==> src/rtl/vec_pair_scatter_if.sv <==
// Result-pair in / lane-bundle out handshake bundle for vec_pair_scatter.
// Ports: in_valid/in_ready, d_a, d_b, s, flush (producer side);
//        out_valid/out_ready, q0..q3, out_mask (consumer side).
interface vec_pair_scatter_if #(
    parameter int WIDTH = 24
);
    logic             in_valid;
    logic             in_ready;
    logic [WIDTH-1:0] d_a;
    logic [WIDTH-1:0] d_b;
    logic [1:0]       s;
    logic             flush;
    logic             out_valid;
    logic             out_ready;
    logic [WIDTH-1:0] q0;
    logic [WIDTH-1:0] q1;
    logic [WIDTH-1:0] q2;
    logic [WIDTH-1:0] q3;
    logic [3:0]       out_mask;

    // Environment side: drives result pairs and downstream ready.
    modport master (
        output in_valid, d_a, d_b, s, flush, out_ready,
        input  in_ready, out_valid, q0, q1, q2, q3, out_mask
    );

    // Block side.
    modport slave (
        input  in_valid, d_a, d_b, s, flush, out_ready,
        output in_ready, out_valid, q0, q1, q2, q3, out_mask
    );
endinterface

==> src/rtl/vec_pair_scatter.sv <==
// Scatters (a, b) result pairs into a 4-lane bundle and emits it downstream.
// Ports: clk, rst (sync, active-high), bus (vec_pair_scatter_if.slave),
//        ovw_err (sticky: a lane was written twice within one bundle).
// Option: PAIR_SCATTER_BYPASS_EN lets a new pair be accepted on the emit cycle.
module vec_pair_scatter #(
    parameter int WIDTH = 24
) (
    input  logic                  clk,
    input  logic                  rst,
    vec_pair_scatter_if.slave     bus,
    output logic                  ovw_err
);

    typedef enum logic {
        COLLECT = 1'b0,
        HOLD    = 1'b1
    } state_t;

    state_t                  state_q, state_d;
    logic [3:0][WIDTH-1:0]   lane_q, lane_d;
    logic [3:0]              mask_q, mask_d;
    logic                    ovw_q, ovw_d;

    logic       hold;
    logic       in_ready;
    logic       accept;
    logic       emit;
    logic [3:0] tgt;
    logic       qualify;

    always_comb begin
        hold = (state_q == HOLD);
`ifdef PAIR_SCATTER_BYPASS_EN
        in_ready = !hold || bus.out_ready;
`else
        in_ready = !hold;
`endif
        accept = bus.in_valid && in_ready;
        emit   = hold && bus.out_ready;

        tgt = 4'b0000;
        unique case (bus.s)
            2'b00, 2'b01: tgt = 4'b0011;
            2'b10:        tgt = 4'b1100;
            2'b11:        tgt = 4'b0101;
            default:      tgt = 4'b0000;
        endcase

        // An emit clears the bundle first, so a same-cycle accept
        // lands in an empty bundle.
        lane_d = emit ? '0 : lane_q;
        mask_d = emit ? 4'b0000 : mask_q;
        ovw_d  = ovw_q;

        if (accept) begin
            unique case (bus.s)
                2'b00, 2'b01: begin
                    lane_d[0] = bus.d_a;
                    lane_d[1] = bus.d_b;
                end
                2'b10: begin
                    lane_d[2] = bus.d_a;
                    lane_d[3] = bus.d_b;
                end
                2'b11: begin
                    lane_d[2] = bus.d_a;
                    lane_d[0] = bus.d_b;
                end
                default: ;
            endcase
            if ((mask_d & tgt) != 4'b0000) begin
                ovw_d = 1'b1;
            end
            mask_d = mask_d | tgt;
        end

        // flush only matters when a collection edge is taken; in HOLD
        // without emit the state is held below regardless.
        qualify = (mask_d == 4'b1111) ||
                  (bus.flush && (mask_d != 4'b0000));

        if (hold && !emit) begin
            state_d = HOLD;
        end else if (qualify) begin
            state_d = HOLD;
        end else begin
            state_d = COLLECT;
        end
    end

    always_ff @(posedge clk) begin
        if (rst) begin
            state_q <= COLLECT;
            lane_q  <= '0;
            mask_q  <= 4'b0000;
            ovw_q   <= 1'b0;
        end else begin
            state_q <= state_d;
            lane_q  <= lane_d;
            mask_q  <= mask_d;
            ovw_q   <= ovw_d;
        end
    end

    assign bus.in_ready  = in_ready;
    assign bus.out_valid = hold;
    assign bus.q0        = lane_q[0];
    assign bus.q1        = lane_q[1];
    assign bus.q2        = lane_q[2];
    assign bus.q3        = lane_q[3];
    assign bus.out_mask  = mask_q;
    assign ovw_err       = ovw_q;

endmodule

==> src/flat_wrapper.sv <==
// flat-port wrapper written by rule: the top's interface ports become plain ports
module vec_pair_scatter_flat 
#(
    parameter int WIDTH = 24
)
  (clk, rst, ovw_err, bus_in_valid, bus_d_a, bus_d_b, bus_s, bus_flush, bus_out_ready, bus_in_ready, bus_out_valid, bus_q0, bus_q1, bus_q2, bus_q3, bus_out_mask);
  vec_pair_scatter_if #(.WIDTH(WIDTH)) bus_i ();
  input  logic clk;
  input  logic rst;
  output logic ovw_err;
  input wire logic [$bits(bus_i.in_valid)-1:0] bus_in_valid;
  input wire logic [$bits(bus_i.d_a)-1:0] bus_d_a;
  input wire logic [$bits(bus_i.d_b)-1:0] bus_d_b;
  input wire logic [$bits(bus_i.s)-1:0] bus_s;
  input wire logic [$bits(bus_i.flush)-1:0] bus_flush;
  input wire logic [$bits(bus_i.out_ready)-1:0] bus_out_ready;
  output wire logic [$bits(bus_i.in_ready)-1:0] bus_in_ready;
  output wire logic [$bits(bus_i.out_valid)-1:0] bus_out_valid;
  output wire logic [$bits(bus_i.q0)-1:0] bus_q0;
  output wire logic [$bits(bus_i.q1)-1:0] bus_q1;
  output wire logic [$bits(bus_i.q2)-1:0] bus_q2;
  output wire logic [$bits(bus_i.q3)-1:0] bus_q3;
  output wire logic [$bits(bus_i.out_mask)-1:0] bus_out_mask;
  assign bus_i.in_valid = bus_in_valid;
  assign bus_i.d_a = bus_d_a;
  assign bus_i.d_b = bus_d_b;
  assign bus_i.s = bus_s;
  assign bus_i.flush = bus_flush;
  assign bus_i.out_ready = bus_out_ready;
  assign bus_in_ready = bus_i.in_ready;
  assign bus_out_valid = bus_i.out_valid;
  assign bus_q0 = bus_i.q0;
  assign bus_q1 = bus_i.q1;
  assign bus_q2 = bus_i.q2;
  assign bus_q3 = bus_i.q3;
  assign bus_out_mask = bus_i.out_mask;
  vec_pair_scatter #(.WIDTH(WIDTH)) u_core (.clk(clk), .rst(rst), .bus(bus_i), .ovw_err(ovw_err));
endmodule
==> config.mk <==
export PLATFORM = sky130hd
export DESIGN_NAME = vec_pair_scatter_flat
export DESIGN_NICKNAME = d
export VERILOG_FILES = /design/src/rtl/vec_pair_scatter_if.sv /design/src/rtl/vec_pair_scatter.sv /design/src/flat_wrapper.sv
export SDC_FILE = /design/constraint.sdc
export NUM_CORES = 1
export LEC_CHECK = 0
export BUFFER_PORTS_ARGS = -buffer_cell sky130_fd_sc_hd__buf_4
export CORE_MARGIN = 2
export CORE_UTILIZATION = 40
export CTS_CLUSTER_DIAMETER = 80
export DETAILED_ROUTE_END_ITERATION = 8
export GPL_ROUTABILITY_DRIVEN = 0
export PLACE_DENSITY = 0.73
export SLEW_MARGIN = 30
export SYNTH_ARGS = -nofsm -noshare
export SYNTH_HDL_FRONTEND = slang
export SYNTH_SLANG_ARGS = --single-unit
==> constraint.sdc <==
create_clock -name clk -period 2 [get_ports clk]
set_input_delay 0.5 -clock clk [delete_from_list [all_inputs] [get_ports clk]]
set_output_delay 0.5 -clock clk [all_outputs]
set_load 0.005 [all_outputs]
==> reports/qor.txt, run 1 <==
Core Box Area -> 9819 um2
Fin. Hold Viols -> 0
Boundary Pins -> 158
Crit path DAT -> 2.09 ns
Final #Nets -> 675
Portion of netlist area occupied by mux cells -> 0.2471%
Post-Synth XOR/XNOR Area -> 0%
Starting density of the core -> 41.26%
Largest net degree at the start of global routing -> 52
Slowest-stage cell, CP -> nor2b_1
Final worst-path cycle share -> 92.59%
CP cell instances -> nor2b_1, a21boi_2, buf_12, a22oi_1, nor2_1
Hold depth -> 3
Max-cap viol count -> 0
RSZ-0062 raised after global routing -> false
Final Max Tran Viols -> 0
DR iter-0 viols -> 221
Hold Buf Count CTS -> 0
Number of flops mapped to enable cells by yosys -> 0
N_diodes -> 0
Worst r2r src -> u_core.bus.out_valid
Power, Total -> 4.289 mW
Max clock buf depth -> 2
CP startpoint -> u_core.bus.out_valid
PortBufs -> 157
First-pass GRT wire length -> 19530 um
GRT busiest layer -> met2
Util after Layout -> 56.73%
DIE HEIGHT -> 104.6 um
WP data required -> 2.24 ns
Rows -> 36
Layout area overhead -> 37.49%
Hold Path Origin -> bus_d_a[13]
Startpoint Class -> flip-flop
Pleak -> 2.299 nW
Die X -> 104.6 um
Later-pin clock latency in the skew report -> 0.35 ns
First drt pass iteration count -> 4
Ys flop type -> dfxtp_1
Post-route minimum period -> 1.852 ns
Largest family of logic cells by synthesized area -> simple AND/OR/NAND/NOR gates
Worst setup EP type -> flip-flop
Syn_nets -> 538
Vias in the first global route -> 3785
Share of cells above drive strength 1 -> 34.08%
Setup violators final -> 0
Mean post-synth cell area -> 8.388 um2
Ys Warns -> 0
Post-Syn Area -> 4051 um2
Clock Skew -> 0.01081 ns
Crit Path Max Fanout -> 24
CTS tree -> yes
ANT nets after route -> 0
Met3 usage -> 4.616%
Reg-to-reg endpoint -> u_core.bus.q0[12]
Run status -> completed
Worst hold path type -> input pin to flip-flop
Yosys cell types -> 36
HPWL Detailed -> 8901 um
Fraction of the mapped netlist area in simple logic gates -> 22.21%
Clock transition at path regs -> 0.10 ns
Vias -> 3966
Hold Path End -> u_core.bus.q2[13]
Initial antenna violation count -> 0
Post-synthesis compound-gate area fraction -> 20.75%
Grt met2 use -> 36.13%
Part of the Yosys area used for sequential elements -> 50.40%
WS Path Type -> flip-flop to flip-flop
DR vias/cell -> 5.232
R2r setup slk -> 0.15 ns
H-tree depth -> 3
Drc violations -> 0
Post-Synth Adder-Cell Area -> 0%
Post-DR wirelength/cell -> 16.07 um
# fillers -> 945
Peak supply drop -> 0.0004305 V
Total gr overflow -> 0
Synth Instances -> 483
Root Buffer -> clkbuf_8
Fraction of met1 tracks used by global routing -> 30.19%
Detailed Route WL -> 12180 um
Measured slew at the worst slew-check pin -> 0.8527 ns
PostCTS Resize Cnt -> 0
Rel. slew slack -> 43.03%
Area of the die -> 10950 um2
R2r worst-path depth -> 5
#FFs+latches synth -> 102
Max Clock Freq -> 540.0 MHz
Post-CTS setup buffer count -> 0
Crit-path max cell delay -> 0.70 ns
FFs w/ async S/R, synth -> 0%
Cell area power density -> 769.9 nW/um2
All-Layer GR Usage -> 22.14%
Clock sinks -> 102
CTS buffer count -> 9
-- cells in the mapped netlist (all sizes together) (2+ instances only) --
cell type,number,area share [%]
nor2b,3,0.46
nor3b,2,0.77
inv,9,0.83
o21ai,8,0.99
a21boi,2,0.46
buf,26,3.8
a21oi,90,12
a31oi,2,0.31
nand3,80,9.9
clkbuf,19,1.8
nor2,9,0.83
nand2b,2,0.49
a22oi,24,5.7
nand3b,2,0.37
a21bo,2,0.49
dfxtp,102,50
nand2,91,8.4
-- through the flow --
step	setup slack (ns)	setup TNS, ns	hold slack [ns]	instances	instance area, um2
floorplan	0.4177	0	0.4605	483	4051
global placement	-0.006637	-0.01738	0.4553	742	5360
detailed placement	-0.05300	-0.2921	0.4612	742	5360
CTS	0.1556	0	0.3802	758	5570
global route	0.01911	0	0.3899	758	5570
finish	0.1483	0	0.3966	758	5570
-- worst max-delay path, delay by kind of cell, from the launching register on --
kind	cells	cell delay [ns]
AO/OA/AOI/OAI	2	0.35
buffers and inverters	1	0.21
flip-flops	1	0.40
AND/OR/NAND/NOR	2	0.77
-- layout by cell type, fill, tap and decap left out, drive strengths merged, types with 2 or more instances in the layout --
master  Yosys  final
buf        26    171
dfxtp     102    102
nand2      91     91
a21oi      90     90
nand3      80     80
a22oi      24     24
clkbuf     19     12
inv         9      9
nor2        9      9
o21ai       8      8
nor2b       3      3
nand3b      2      2
nor3b       2      2
a31oi       2      2
a21bo       2      2
clkinv      0      2
nand2b      2      2
a21boi      2      2
-- cell type report --
| type | instances | area (um2) | share of cell area [%] |
|---|---|---|---|
| Sequential cell | 102 | 2042 | 36.66 |
| Multi-Input combinational cell | 327 | 1759 | 31.58 |
| Timing Repair Buffer | 171 | 1359 | 24.39 |
| Tap cell | 133 | 166.4 | 2.987 |
| Clock buffer | 12 | 155.1 | 2.785 |
| Clock inverter | 4 | 55.05 | 0.9883 |
| Inverter | 9 | 33.78 | 0.6065 |
-- power breakdown --
group	internal, mW	total (mW)	leakage (nW)	switching (mW)
combinational	0.352	0.728	1.37	0.376
clock	0.654	1.36	0.103	0.709
sequential	2.13	2.20	0.831	0.0663
total	3.14	4.29	2.30	1.15
-- sequential cells by signal, summed over array words and instances (netlist names) --
name and count:
u_core.bus.q3 24, u_core.bus.out_valid 1, u_core.ovw_err 1, u_core.bus.out_mask 4, u_core.bus.q1 24, u_core.bus.q0 24
u_core.bus.q2 24
-- cells by family (layout without fill, tap and decap cells) --
logic type      Yosys count  in the layout
compound gates          132            132
buf+inv                  54            196
simple gates            194            194
flops                   102            102
mux                       1              1
-- metal layers --
metal | part of all wire [%] | up-vias
li1 | - | 1936
met1 | 45 | 1886
met2 | 48 | 136
met3 | 6.4 | 8
met4 | 0.64 | 0
met5 | 0 | -
-- worst max path at each step --
stage,to,slack [ns],depth (start not counted)
CTS,u_core.bus.q0[12],0.16,5
detailed placement,u_core.bus.q0[12],-0.05,6
floorplan,u_core.bus.q0[11],0.42,7
global placement,u_core.bus.q0[13],-0.007,6
global route,u_core.bus.q0[7],0.02,5
finish,u_core.bus.q0[12],0.15,5
No activity file was read; power rests on OpenSTA's default activity.
==> inputs of run 2 (changes only) <==
PLACE_DENSITY = 0.75   (was 0.73)
clock period = 1.54 ns   (was 2 ns; I/O delays follow)
==> reports/qor.txt, run 2 (same netlist as run 1, synthesis figures left out) <==
Run status -> completed
Startpoint Class -> flip-flop
RSZ-0062 raised after global routing -> false
Largest net degree at the start of global routing -> 73
Core Box Area -> 9819 um2
Detailed Route WL -> 12120 um
ANT nets after route -> 0
Vias -> 4002
PortBufs -> 157
Util after Layout -> 56.89%
CTS buffer count -> 9
Root Buffer -> clkbuf_8
N_diodes -> 0
Post-DR wirelength/cell -> 15.88 um
H-tree depth -> 3
Layout area overhead -> 37.89%
Share of cells above drive strength 1 -> 34.92%
Final Hold Slack -> 0.2724 ns
Vias in the first global route -> 3781
Final worst-path cycle share -> 94.66%
First drt pass iteration count -> 6
Clock sinks -> 102
DR iter-0 viols -> 252
Peak supply drop -> 0.0004625 V
All-Layer GR Usage -> 22.12%
Worst hold path type -> input pin to flip-flop
Setup violators final -> 0
DIE HEIGHT -> 104.6 um
Total gr overflow -> 0
Rows -> 36
Measured slew at the worst slew-check pin -> 0.4248 ns
Initial antenna violation count -> 0
Later-pin clock latency in the skew report -> 0.36 ns
Crit Path Max Fanout -> 7
HPWL Detailed -> 8739 um
Final Max Tran Viols -> 0
Cell area power density -> 957.9 nW/um2
Starting density of the core -> 41.26%
Non-filler cells in the finished layout -> 763
Post-CTS setup buffer count -> 0
WP data required -> 1.15 ns
WS Path Type -> flip-flop to output port
Clock Skew -> 0.003544 ns
Worst setup EP type -> output port
Commonest cells after routing, fill and taps aside -> buf_4, dfxtp_1, nand2_1, nand3_1, a21oi_1
CTS tree -> yes
Post-route minimum period -> 1.458 ns
Boundary Pins -> 158
Max clock buf depth -> 2
Max Clock Freq -> 686.0 MHz
Power, Total -> 5.351 mW
Rel. slew slack -> 71.63%
Area of the die -> 10950 um2
Dpl cells -> 747
Pleak -> 2.313 nW
Commonest non-fill, non-tap cell in the layout -> buf_4
Die X -> 104.6 um
Crit path DAT -> 1.07 ns
Sum Neg Setup Slack -> 0 ns
Clock transition at path regs -> 0.09 ns
Drc violations -> 0
Final #Nets -> 680
DR vias/cell -> 5.245
First-pass GRT wire length -> 19450 um
Fin. Hold Viols -> 0
Max-cap viol count -> 0
-- run 2: cell types whose count changed in the layout (fill, tap and decap cells not counted), sizes merged --
cell / delta
clkbuf: -2
clkinvlp: +2
clkinv: +1
bufinv: -1
buf: +5
-- run 2: final cells by class --
class	instances	area [um2]
multi-input cells	327	1759
repair buffers	176	1409
inverters	9	33.78
well taps	133	166.4
fillers	927	4233
clock buffers	10	137.6
clock inverters	6	37.54
flip-flops and latches	102	2043
-- run 2: timing repair --
item / CTS / global route
setup endpoints to repair: 0 / 1
resized for setup: 0 / 1
hold buffers: 0 / 0
-- run 2: metal layers --
metal | part of all wire (%) | track usage, % | up-vias | wire [um]
met5 | 0 | 0 | - | 0
met4 | 1.9 | 8.571 | 0 | 233
met3 | 7.5 | 3.868 | 17 | 909
met2 | 47 | 34.92 | 165 | 5710
met1 | 43 | 30.17 | 1879 | 5262
li1 | - | - | 1941 | -
-- run 2: critical path: stages (launching register included) --
cell	delay [ns]
dfxtp_2	0.35
buf_4	0.16
inv_1	0.07
buf_4	0.13
-- run 2: metrics by stage --
stage / cell area (um2) / worst slack, ns
global route: 5587 / 0.03928
floorplan: 4051 / 0.07268
finish: 5587 / 0.08223
CTS: 5585 / 0.03543
global placement: 5410 / 0.07004
detailed placement: 5410 / -0.02155
-- run 2: power breakdown --
| group | internal, mW | switching [mW] |
|---|---|---|
| clock | 0.623 | 0.911 |
| sequential | 2.77 | 0.0814 |
| combinational | 0.471 | 0.495 |
| total | 3.86 | 1.49 |
-- run 2: worst paths after layout --
kind / slack (ns) / cells past startpoint / endpoint / from
setup / recovery: 0.08 / 3 / bus_in_ready / u_core.bus.out_valid
hold / removal: 0.27 / 3 / u_core.bus.q0[3] / bus_d_a[3]
setup reg to reg: 0.16 / 5 / u_core.bus.q0[15] / u_core.bus.out_valid
hold reg to reg: 0.47 / 2 / u_core.bus.q2[12] / u_core.bus.q2[12]
